## config.mk

```make
export PLATFORM = sky130hd
export DESIGN_NAME = pix_write_framer
export DESIGN_NICKNAME = d
export VERILOG_FILES = /design/src/rtl/pix_write_framer.sv
export SDC_FILE = /design/constraint.sdc
export NUM_CORES = 1
export LEC_CHECK = 0
export CORE_MARGIN = 3
export CORE_UTILIZATION = 23
export DETAILED_ROUTE_END_ITERATION = 7
export PLACE_DENSITY_LB_ADDON = 0.15
export SLEW_MARGIN = 30
export SYNTH_ARGS = -nofsm -noshare
export SYNTH_HDL_FRONTEND = slang
export SYNTH_SLANG_ARGS = --single-unit
```

## constraint.sdc

```tcl
create_clock -name iCLK -period 5.1 [get_ports iCLK]
set_input_delay 1.02 -clock iCLK [delete_from_list [all_inputs] [get_ports iCLK]]
set_output_delay 1.02 -clock iCLK [all_outputs]
set_load 0.05 [all_outputs]
```

## src/rtl/pix_write_framer.sv

```systemverilog
// pix_write_framer
// Takes pixels from the SPI slave (24-bit RGB plus a one-cycle trigger),
// tags each with its SDRAM word address (image slot base + pixel index),
// queues the pixel/address pairs in a small show-ahead FIFO and offers the
// FIFO head to the MMU with a valid/ready handshake. It also reports image
// completion, the completed image count and a sticky overflow flag.
//
// Optional build macro: PIX_WRITE_FRAMER_DROP_CNT_EN
//   When defined, adds the 16-bit output oDrop_Cnt, a saturating count of
//   pixels dropped because the FIFO was full. It is cleared by reset or by
//   iRestart. When undefined, the port and the counter do not exist.

module pix_write_framer #(
    parameter int H_RES      = 800,
    parameter int V_RES      = 480,
    parameter int MAX_IMG    = 8,
    parameter int FIFO_DEPTH = 16,
    parameter int ADDR_W     = 24
) (
    input  logic                          iCLK,
    input  logic                          iRSTN,
    input  logic [23:0]                   iPix_Data,
    input  logic                          iTrigger,
    input  logic                          iRestart,
    output logic [31:0]                   oWr_Data,
    output logic [ADDR_W-1:0]             oWr_Addr,
    output logic                          oWr_Valid,
    input  logic                          iWr_Ready,
    output logic                          oImg_Done,
    output logic [7:0]                    oImg_Cnt,
    output logic                          oOverflow,
    output logic [$clog2(FIFO_DEPTH):0]   oLevel
`ifdef PIX_WRITE_FRAMER_DROP_CNT_EN
    ,
    output logic [15:0]                   oDrop_Cnt
`endif
);

    // Geometry and sizing derived from the parameters
    localparam int FRAME = H_RES * V_RES;
    localparam int IDX_W = (FRAME > 1) ? $clog2(FRAME) : 1;
    localparam int PTR_W = (FIFO_DEPTH > 1) ? $clog2(FIFO_DEPTH) : 1;
    localparam int LVL_W = PTR_W + 1;

    localparam logic [IDX_W-1:0]  LAST_IDX   = IDX_W'(FRAME - 1);
    localparam logic [ADDR_W-1:0] FRAME_STEP = ADDR_W'(FRAME);
    localparam logic [7:0]        IMG_MAX    = 8'(MAX_IMG);
    localparam logic [LVL_W-1:0]  LVL_FULL   = LVL_W'(FIFO_DEPTH);

    // Frame-tracking states
    localparam logic [1:0] S_IDLE = 2'd0;
    localparam logic [1:0] S_RECV = 2'd1;
    localparam logic [1:0] S_DONE = 2'd2;

    // Control and bookkeeping registers
    logic [1:0]        state_q,     state_d;
    logic [IDX_W-1:0]  pixIdx_q,    pixIdx_d;
    logic [ADDR_W-1:0] imgBase_q,   imgBase_d;
    logic [7:0]        imgCnt_q,    imgCnt_d;
    logic              imgDone_q,   imgDone_d;
    logic              overflow_q,  overflow_d;
`ifdef PIX_WRITE_FRAMER_DROP_CNT_EN
    logic [15:0]       dropCnt_q,   dropCnt_d;
`endif

    // FIFO pointers and occupancy
    logic [PTR_W-1:0]  wrPtr_q,     wrPtr_d;
    logic [PTR_W-1:0]  rdPtr_q,     rdPtr_d;
    logic [LVL_W-1:0]  level_q,     level_d;

    // FIFO storage; not reset, the outputs are gated by the valid flag
    logic [23:0]       pixMem  [FIFO_DEPTH];
    logic [ADDR_W-1:0] addrMem [FIFO_DEPTH];

    // Per-cycle decisions
    logic              fifoFull;
    logic              fifoValid;
    logic              popEn;
    logic              trigAccept;
    logic              pushEn;
    logic              dropEn;
    logic              lastPix;
    logic [ADDR_W-1:0] curAddr;

    // Derive handshake, push/drop decisions and the current pixel address.
    // Full is taken from the registered level, so a same-cycle pop never
    // makes room for a push. iRestart takes priority over any trigger.
    always_comb begin
        fifoFull   = (level_q == LVL_FULL);
        fifoValid  = (level_q != '0);
        popEn      = fifoValid && iWr_Ready;
        trigAccept = iTrigger && !iRestart && (state_q != S_DONE);
        pushEn     = trigAccept && !fifoFull;
        dropEn     = trigAccept && fifoFull;
        lastPix    = (pixIdx_q == LAST_IDX);
        curAddr    = imgBase_q + ADDR_W'(pixIdx_q);
    end

    // Frame position, image slot base, completion, count and overflow.
    // The index advances on every accepted trigger, even a dropped one, so
    // the image geometry stays locked to the sender.
    always_comb begin
        state_d    = state_q;
        pixIdx_d   = pixIdx_q;
        imgBase_d  = imgBase_q;
        imgCnt_d   = imgCnt_q;
        imgDone_d  = 1'b0;
        overflow_d = overflow_q;
`ifdef PIX_WRITE_FRAMER_DROP_CNT_EN
        dropCnt_d  = dropCnt_q;
`endif
        if (iRestart) begin
            state_d    = S_IDLE;
            pixIdx_d   = '0;
            imgBase_d  = '0;
            imgCnt_d   = '0;
            overflow_d = 1'b0;
`ifdef PIX_WRITE_FRAMER_DROP_CNT_EN
            dropCnt_d  = '0;
`endif
        end else if (trigAccept) begin
            if (lastPix) begin
                pixIdx_d  = '0;
                imgBase_d = imgBase_q + FRAME_STEP;
                imgDone_d = 1'b1;
                if (imgCnt_q != IMG_MAX) begin
                    imgCnt_d = imgCnt_q + 8'd1;
                end
                if ((imgCnt_q + 8'd1) >= IMG_MAX) begin
                    state_d = S_DONE;
                end else begin
                    state_d = S_IDLE;
                end
            end else begin
                pixIdx_d = pixIdx_q + IDX_W'(1);
                state_d  = S_RECV;
            end
            if (dropEn) begin
                overflow_d = 1'b1;
`ifdef PIX_WRITE_FRAMER_DROP_CNT_EN
                if (dropCnt_q != 16'hFFFF) begin
                    dropCnt_d = dropCnt_q + 16'd1;
                end
`endif
            end
        end
    end

    // FIFO pointer and occupancy update; iRestart flushes the queue
    always_comb begin
        wrPtr_d = wrPtr_q;
        rdPtr_d = rdPtr_q;
        level_d = level_q;
        if (iRestart) begin
            wrPtr_d = '0;
            rdPtr_d = '0;
            level_d = '0;
        end else begin
            if (pushEn) begin
                wrPtr_d = wrPtr_q + PTR_W'(1);
            end
            if (popEn) begin
                rdPtr_d = rdPtr_q + PTR_W'(1);
            end
            case ({pushEn, popEn})
                2'b10:   level_d = level_q + LVL_W'(1);
                2'b01:   level_d = level_q - LVL_W'(1);
                default: level_d = level_q;
            endcase
        end
    end

    // Register all control state with asynchronous active-low reset
    always_ff @(posedge iCLK or negedge iRSTN) begin
        if (!iRSTN) begin
            state_q    <= S_IDLE;
            pixIdx_q   <= '0;
            imgBase_q  <= '0;
            imgCnt_q   <= '0;
            imgDone_q  <= 1'b0;
            overflow_q <= 1'b0;
            wrPtr_q    <= '0;
            rdPtr_q    <= '0;
            level_q    <= '0;
`ifdef PIX_WRITE_FRAMER_DROP_CNT_EN
            dropCnt_q  <= '0;
`endif
        end else begin
            state_q    <= state_d;
            pixIdx_q   <= pixIdx_d;
            imgBase_q  <= imgBase_d;
            imgCnt_q   <= imgCnt_d;
            imgDone_q  <= imgDone_d;
            overflow_q <= overflow_d;
            wrPtr_q    <= wrPtr_d;
            rdPtr_q    <= rdPtr_d;
            level_q    <= level_d;
`ifdef PIX_WRITE_FRAMER_DROP_CNT_EN
            dropCnt_q  <= dropCnt_d;
`endif
        end
    end

    // Write the pixel and its address into the FIFO slot at the write pointer
    always_ff @(posedge iCLK) begin
        if (pushEn) begin
            pixMem[wrPtr_q]  <= iPix_Data;
            addrMem[wrPtr_q] <= curAddr;
        end
    end

    // Show-ahead head of the FIFO, forced to zero while the FIFO is empty
    always_comb begin
        oWr_Valid = fifoValid;
        oWr_Data  = 32'h0;
        oWr_Addr  = '0;
        if (fifoValid) begin
            oWr_Data = {8'h00, pixMem[rdPtr_q]};
            oWr_Addr = addrMem[rdPtr_q];
        end
    end

    assign oImg_Done = imgDone_q;
    assign oImg_Cnt  = imgCnt_q;
    assign oOverflow = overflow_q;
    assign oLevel    = level_q;
`ifdef PIX_WRITE_FRAMER_DROP_CNT_EN
    assign oDrop_Cnt = dropCnt_q;
`endif

endmodule
```

==> Yosys cells after proc, flatten, opt, wreduce, memory -nomap -nowiden <==
Memories as Yosys holds them, arrays and structs flattened.
Cells that the tools add are included.
{ "op_classes": {"addsub": 8, "n_lt_le_gt_ge": 1, "n_eq_ne": 6, "n_mux": 30, "reduce_logical": 18} }
{ "ops": {"columns": ["op", "count"], "rows": [
  ["$mux W24", 5],
  ["$mux W19", 3],
  ["$mux W8", 4],
  ["$add A24 B19 Y24", 1],
  ["$add A24 B19 Y24 const B", 1],
  ["$add A19 B1 Y19 const B", 1],
  ["$eq A19 B19 Y1 const B", 1],
  ["$mux W4", 4],
  ["$reduce_bool A2 Y1", 6],
  ["$pmux W5 S2", 1],
  ["$add A4 B1 Y4 const B", 2],
  ["$add A8 B1 Y8 const B", 1],
  ["$ge A8 B4 Y1 const B", 1],
  ["$mux W1", 8],
  ["$mux W2", 4],
  ["$ne A8 B4 Y1 const B", 1],
  ["$add A5 B1 Y5 const B", 1],
  ["$eq A5 B5 Y1 const B", 1],
  ["$logic_and A1 B1 Y1", 5],
  ["$mux W5", 1],
  ["$reduce_bool A5 Y1", 1],
  ["$sub A5 B1 Y5 const B", 1],
  ["$reduce_and A2 Y1", 2],
  ["$reduce_and A3 Y1", 1],
  ["5 further kinds", 6]
]} }
{ "totals": {"regBits": 68, "ram_bits": 768, "inputBits": 29, "out_inout_bits": 72, "memories": 2} }
{ "mem_list": {"columns": ["memory", "depth", "word_bits", "rd", "rd_ports_with_merged_regs", "wr", "line_no", "source"], "rows": [
  ["addrMem", 16, 24, 1, 0, 1, "73", "logic [ADDR_W-1:0] addrMem [FIFO_DEPTH];"],
  ["pixMem", 16, 24, 1, 0, 1, "72", "logic [23:0] pixMem [FIFO_DEPTH];"]
]} }

==> Logic depth before layout (Yosys ltp) <==
Gate-level depths: netlist of the first run.
{ "depth": {"depth_word": 7, "depth_mapped": 10, "depth_no_buf": 9} }

==> Worst setup path after synthesis of the first run <==
OpenSTA, ideal clock, no wires.
{ "synth_timing": {"path_type": "input to register", "start": "input iRestart", "end": "memory addrMem[4][0], enable pin", "arrival_ns": 5.358, "required_ns": 4.587, "setup_slack_ns": -0.770, "path_stages": 6, "path_buffers": 2, "cell_sequence": "clkbuf_1 nand2b_1 a211oi_1 buf_2 nand2_1 nor3_1"} }
{ "synth_via": {"elab_chain_len": 6} }
{ "synth_lines": {"columns": ["item", "line_no", "source"], "rows": [
  ["start: declaration", "24", "input logic iRestart,"],
  ["$logic_not A1 Y1", "92", "trigAccept = iTrigger && !iRestart && (state_q != S_DONE);"],
  ["$logic_and A1 B1 Y1 (2 in series)", "92", null],
  ["$logic_and A1 B1 Y1", "93", "pushEn = trigAccept && !fifoFull;"],
  ["$mux W1", "206", "if (pushEn) begin"],
  ["$mux W1 (implied by the code)", "208", "addrMem[wrPtr_q] <= curAddr;"],
  ["end: declaration", "73", null]
]} }
Every way passes these cells.

==> Worst setup path in the final report of the first run <==
{ "layout_timing": {"start": "register rdPtr_q[0]", "end": "output oWr_Addr[0]"} }
{ "layout_via": {"elab_chain_len": 2} }
{ "layout_lines": {"columns": ["item", "line_no", "source"], "rows": [
  ["start: declaration", "68", "logic [PTR_W-1:0] rdPtr_q, rdPtr_d;"],
  ["start signal: assignment", "196", "rdPtr_q <= rdPtr_d;"],
  ["$mem_v2 Z16 W24", null, null],
  ["$mux W24", "217", "if (fifoValid) begin"],
  ["end: declaration", "26", "output logic [ADDR_W-1:0] oWr_Addr,"]
]} }
Every way passes these cells.

==> results.md, run 1 <==
* Outcome: finished, final reports clean
* Hold Buf Count CTS at 0
* Die height at 386.4 um
* Max_slew headroom at 0.3558
* Total wire length at 88,600 um
* Most used DFF post-synth: edfxtp_1
* CP top delay family: buffers and inverters
* Overall Power at 18.58 mW
* Ports at 101
* Initial antenna violation count at 4
* Die ar. at 149,300 um2
* Synth Area in Compound Gates at 0.01496
* CTS tree: yes
* Synth unique cells at a little over 60
* Fmax at 0.2056 GHz
* CP Capture Type: primary output
* Pins Over Slew Limit at 0
* Port Buffers at 92
* Clock buffer count from CTS at 96
* Post-Synth Adder-Cell Area at 0.007896
* Slowest cell delay on critical path at 0.71 ns
* Clk_skew at just under 0.04 ns
* Clock latency at the later pin of the worst-skew pair at just under 0.7 ns
* Routability-driven placement congestion ratio at between 0.7 and 0.8
* Area share of the largest cell type after synthesis at 0.6930
* Residual DRC at 0
* GRT overflow at 0
* Post-Syn Area per Cell at between 20 and 25 um2
* Top-count cell post-synth: edfxtp_1
* Type of origin of the critical path: flip-flop
* Mapped cell area at 33,280 um2
* Max-Cap Viols at 0
* Hold slack final at 0.3130 ns
* Post-synthesis xor/xnor area fraction at 0.01369
* Tightest Pin Transition at 0.9655 ns
* VDD IR max at between 0.2 and 0.3 mV
* Unrepaired setup endpoints after global routing: false
* Fraction of registers with async set/reset at 0.07022
* Vias in the first global route at 17,175
* Simple-Gate Fraction of Synth Area at 0.04068
* Synthesized instance count at 1,567
* CP Cell Sequence: buf_12 > buf_12 > mux4_2 > mux4_2 > and2_1 > clkdlybuf4s50_1
* Site row count at 138
* Largest net degree at the start of global routing at 71
* Clk sinks at 826
* Worst-path cell with the longest stage delay: clkdlybuf4s50_1
* Largest family of logic cells by synthesized area: multiplexers
* Worst-path clk slew at 0.06 ns
* Drt pass-1 iters at 5
* Final hold vios at 0
* Placed insts at 3,532
* Final Core Density at 0.2808
* Clock Path Buffers at 3
* Post-detail-place hpwl at 47,730 um
* Die Wd at 386.4 um
* Drt initial violations at 1,025
* Area grow syn2layout at 20.33%
* Ratio of final minimum period to clock period at 0.9535
* CP bufs+invs at 3
* Cell taking the most area after synthesis: edfxtp_1
* Power per cell area at 464.0 nW/um2
* EDFF count, synth at 768
* Post-synthesis sequential area ratio at 0.7366
* Final net count at 1,790
* Post-cts sizing count at 0
* Fin cells at 3,704
* Layout cell share with drive strength beyond 1 at 0.2511
* Kind of critical path: reg -> out
* GRT Resource Usage Total at 0.1192
* CTS Root Cell: clkbuf_16
* Hold WC Path Type: in -> async
* Wire length per cell at 23.92 um
* Worst Path Required at about 4.1 ns
* Crit path max fanout at 30
* Mux contribution to synthesized area at 0.1675
* ANT nets after route at 0
* Min Tclk post-route at 4.863 ns
* H-Tree Depth at 3
* Top post-synthesis cells by area: edfxtp_1 (69%), mux4_2 (14%), dfrtp_1 (4.4%)
* Most frequent cells after synthesis: edfxtp_1 (768), mux4_2 (213), and2_1 (59), dfrtp_1 (58), nor2_1 (58)
* Core area at 142,600 um2
* Yosys warns at 0
* Crit path DAT at 3.84 ns
* Leakage at 12.52 nW
* Yosys reg bits at a little over 800
* Final setup vio count at 0
* Via-per-instance ratio at 4.305
* First-pass GRT wire length at 126,600 um
* Via count at 15,944
* Starting density of the core at 0.2333
* Post-CTS setup buffers at 0
-- power breakdown --
| part | switching (mW) | leakage (nW) | internal (mW) |
|---|---|---|---|
| Sequential | 0.107 | 7.88 | 7.51 |
| Combinational | 2.61 | 3.18 | 1.79 |
| Clock | 2.73 | 1.45 | 3.84 |
| Total | 5.44 | 12.5 | 13.1 |
-- sequential cells by signal, indices dropped and copies added, names as in the netlist, 2 cells and up --
| register | count |
|---|---|
| imgBase_q | 14 |
| pixIdx_q | 19 |
| state_q | 2 |
| rdPtr_q | 4 |
| addrMem | 384 |
| oImg_Cnt | 8 |
| oLevel | 5 |
| pixMem | 384 |
| wrPtr_q | 4 |
-- metal layers --
metal	track usage	share of wire	vias to the layer above
li1	-	-	6838
met1	0.1576	0.44	8675
met2	0.2000	0.49	303
met3	0.02149	0.043	124
met4	0.03416	0.021	4
met5	0	0.00034	-
-- cells in the final DEF (no fill, tap or decap), drive strengths merged, types with 25 or more instances in the layout --
master         instances
buf                   68
nand2                 25
edfxtp               768
clkbuf               121
clkinv                39
mux4                 240
clkdlybuf4s50         90
xnor2                 35
nor2                  58
dfrtp                 58
and2                  59
-- cell families (layout without fill, tap and decap cells) --
group | Yosys count | after routing
buffers and inverters | 109 | 346
XOR/XNOR | 52 | 52
adder cells (fa/ha/maj) | 21 | 21
flip-flops | 826 | 826
other | 1 | 11
AO/OA/AOI/OAI | 74 | 74
AND/OR/NAND/NOR | 238 | 238
multiplexers | 246 | 246
-- metrics by stage --
| step | setup WS [ns] | TNS (ns) | area (um2) |
|---|---|---|---|
| 2_1_floorplan | -0.7705 | -147.94 | 33310 |
| 3_3_place_gp | 0.8667 | 0 | 36990 |
| 3_5_place_dp | 0.8785 | 0 | 37050 |
| 4_1_cts | 0.1010 | 0 | 40030 |
| 5_1_grt | 0.06704 | 0 | 40040 |
| 6_report | 0.2369 | 0 | 40040 |
-- final cells by class --
class                   instances  area [um2]
flip-flops and latches        826       24530
diodes                          2       5.005
inverters                      18       67.56
repair buffers                158        1772
fillers                     14168      102600
clock inverters                49       415.4
multi-input cells             640        8329
clock buffers                 121        2560
well taps                    1890        2365
-- worst paths after layout --
| kind | start | endpoint | slack (ns) | cells after the start |
|---|---|---|---|---|
| min in group iCLK | state_q[0] | state_q[0] | 0.53 | 1 |
| worst min register to register | state_q[0] | state_q[0] | 0.53 | 1 |
| worst max-delay path | rdPtr_q[0] | oWr_Addr[0] | 0.24 | 6 |
| max in group asynchronous | iRSTN | rdPtr_q[0] | 3.96 | 2 |
| worst max register to register | pixIdx_q[0] | imgBase_q[22] | 1.69 | 6 |
| worst min-delay path | iRSTN | pixIdx_q[11] | 0.31 | 1 |
-- worst reg2reg max path, cell delays in order, from the launching register on --
cell and delay [ns]:
dfrtp_1 0.74, ha_1 0.29, nand3_1 0.21, nor3_2 0.43, nand4_1 0.77, or4_1 0.74, a21oi_1 0.16
(Power assumes the default switching activity.)
==> run 2: changes to the inputs <==
Settings changed: GPL_ROUTABILITY_DRIVEN set to 0.
Clock period 5.1 ns to 4.1 ns, I/O delays scaled along.
==> run 2 against run 1 <==
  * Combinational power increased by 22%
  * Critical path depth unchanged
  * First-iteration DRC count increased by 24%
  * Core utilization about the same
  * Die area unchanged
  * Non-clock buffer count increased by 17
  * Largest cell class unchanged
  * Highest routed layer is now met4
  * Sequential share of layout area decreased by 0.053 points
==> results.md, run 2 (synthesized netlist as in run 1, its figures left out) <==
* Starting density of the core at 0.2333 (unchanged)
* Clock latency at the later pin of the worst-skew pair at 0.68 ns (about the same)
* Power per cell area at 573.9 nW/um2 (+24%)
* Commonest cells after routing, fill and taps aside: edfxtp_1 (768), mux4_2 (216), buf_4 (97), clkbuf_16 (96)
* CP bufs+invs at 3 (unchanged)
* Worst Path Required at 3.28 ns (-0.80 ns)
* Clock buffer count from CTS at 94 (-2.1%)
* CP endpoint: oWr_Addr[6]
* Residual DRC at 0 (unchanged)
* Via count at 16,039 (+0.60%)
* Switching Share at 0.2957 (+0.002896)
* Switching pwr at 6.801 mW (+25%)
* R2R Setup Slk at 1.06 ns (-0.63 ns)
* Largest net degree at the start of global routing at 46 (-35%)
* Clk sinks at 826 (unchanged)
* Place WS at 0.4585 ns (-0.4200 ns)
* Crit path DAT at 3.19 ns (-0.65 ns)
* Kind of critical path: reg -> out
* Min Tclk post-route at around 4 ns
* Clock share of power at 0.354 (about the same)
* Wire length per cell at 23.76 um (-0.65%)
* Total wire length at 88,360 um (-0.27%)
* Drt initial violations at 1,274 (+24%)
* CP Capture Type: primary output
* Final hold vios at 0 (unchanged)
* Reg-to-Reg Start: oLevel[1]
* Site row count at 138 (unchanged)
* Overall Power at 23.00 mW (+24%)
* Flop pwr share at 0.412 (+0.002)
* Core area at 142,600 um2 (unchanged)
* Ports at 101 (unchanged)
* Outcome: finished, final reports clean
* Int Power at 16.20 mW (+23%)
* Final setup vio count at 0 (unchanged)
* CP startpoint: rdPtr_q[0]
* CTS Root Cell: clkbuf_16
* Layout cell share with drive strength beyond 1 at 0.2885 (+0.03735)
* Regs by FF count: addrMem x384, pixMem x384, pixIdx_q x19
* Pins Over Slew Limit at 0 (unchanged)
* Area grow syn2layout at 20.43% (about the same)
* Crit Reg-Reg Endpoint: oLevel[4]
* Ratio of final minimum period to clock period at 0.9774
* Tightest Pin Transition at 0.8032 ns (-0.1623 ns)
* Via-per-instance ratio at 4.314 (+0.22%)
* Initial antenna violation count at 2 (-2)
* Leakage at 12.65 nW (+1.1%)
* Final net count at 1,805 (+0.84%)
* Post-detail-place hpwl at 49,750 um (+4.2%)
* FF-to-FF path depth at 9 (+3)
* First-pass GRT wire length at 127,700 um (+0.83%)
* Hold WC Path Type: in -> async
* GRT Resource Usage Total at 0.1191 (about the same)
* Worst-path cell with the longest stage delay: dfrtp_4
* Drt pass-1 iters at 5 (unchanged)
* Clock Path Buffers at 3 (unchanged)
* Max-Cap Viols at 0 (unchanged)
* GRT overflow at 0 (unchanged)
* Fmax at 0.2495 GHz
* Logic depth of the worst path, buffers included at 6 (unchanged)
* Logic gate share of total power at 0.234 (-0.003)
* Die Wd at 386.4 um (unchanged)
* Commonest non-fill, non-tap cell in the layout: edfxtp_1
* Die ar. at 149,300 um2 (unchanged)
* Slowest cell delay on critical path at 0.53 ns (-0.18 ns)
* CP Cell Sequence: buf_16 > buf_16 > mux4_2 > mux4_2 > and2_1 > buf_4
* Max_slew headroom at 0.4596 (+0.1038)
* Die height at 386.4 um (unchanged)
* ANT nets after route at 0 (unchanged)
* Port Buffers at 92 (unchanged)
* Crit path max fanout at 22 (-27%)
* Setup ws final at 0.09258 ns (-0.1443 ns)
* Unrepaired setup endpoints after global routing: true
* CP top delay family: multiplexers
* Vias in the first global route at 17,409 (+1.4%)
* H-Tree Depth at 3 (unchanged)
* Type of origin of the critical path: flip-flop
* CTS tree: yes
* Worst-path clk slew at 0.06 ns (about the same)
* Clk_skew at 0.02949 ns (-0.009150 ns)
* VDD IR max at 0.2980 mV (+2.4%)
## run 2: changes by cell type in the layout (fill, tap and decap cells not counted), sizes merged
cell,change
diode,-1
clkinv,-1
inv,-2
bufinv,+1
clkinvlp,+7
clkdlybuf4s50,-48
buf,+65
clkbuf,-7
## run 2: through the flow
step                utilization  instances  setup TNS, ns  instance area, um2  hold slack, ns
detailed placement       0.2600       3549              0               37080          0.4869
global placement         0.2597       3549              0               37040          0.5005
CTS                      0.2809       3717       -0.06371               40070          0.1367
global route             0.2810       3717        -0.1638               40070          0.1896
finish                   0.2810       3718              0               40080          0.1692
floorplan                     -       1575         -87.11               33330          0.4639
## run 2: repair_timing
item	in CTS	in global routing
endpoints found under the setup margin	6	12
gates resized for setup	4	8
buffers inserted	0	0
hold buffers	0	0
cloned	0	0
## run 2: metal layers
layer  track usage  share of wire  vias up
li1              -              -     6850
met2        0.1925           0.48      292
met1        0.1656           0.46     8806
met3       0.02075          0.038       91
met4       0.03112          0.016        0
met5             0              0        -
## run 2: power groups by stage
stage          Combinational, mW  Clock, mW  Sequential [mW]
2_1_floorplan               3.68          0             9.64
3_5_place_dp                5.53          0             9.65
5_1_grt                     5.76       8.79             9.49
3_3_place_gp                5.55          0             9.64
4_1_cts                     5.56       8.43             9.47
6_report                    5.38       8.14             9.47
## run 2: worst min path at each step
stage / start / endpoint / slack (ns)
6_report: iRSTN / imgBase_q[18] / 0.17
5_1_grt: iRSTN / imgBase_q[18] / 0.19
4_1_cts: iRSTN / imgBase_q[18] / 0.14
3_5_place_dp: state_q[0] / state_q[0] / 0.49
3_3_place_gp: state_q[0] / state_q[0] / 0.50
2_1_floorplan: state_q[0] / state_q[0] / 0.46
## run 2: worst reg2reg max path, cell delays in order, from the launching register on
cell and delay [ns]:
dfrtp_1 0.50, or2_1 0.34, o41ai_4 0.56, nor2_1 0.20
xor2_1 0.19, ha_1 0.24, or3_1 0.32, a21oi_1 0.17
a2bb2oi_1 0.09, mux2_1 0.31
## run 2: area by class of cell
type / instances / area (um2)
Clock inverter: 54 / 481.7
Inverter: 18 / 67.56
Sequential cell: 826 / 24530
Tap cell: 1890 / 2365
Multi-Input combinational cell: 640 / 8307
Timing Repair Buffer: 175 / 1846
Antenna cell: 1 / 2.502
Fill cell: 14152 / 102500
Clock buffer: 114 / 2480
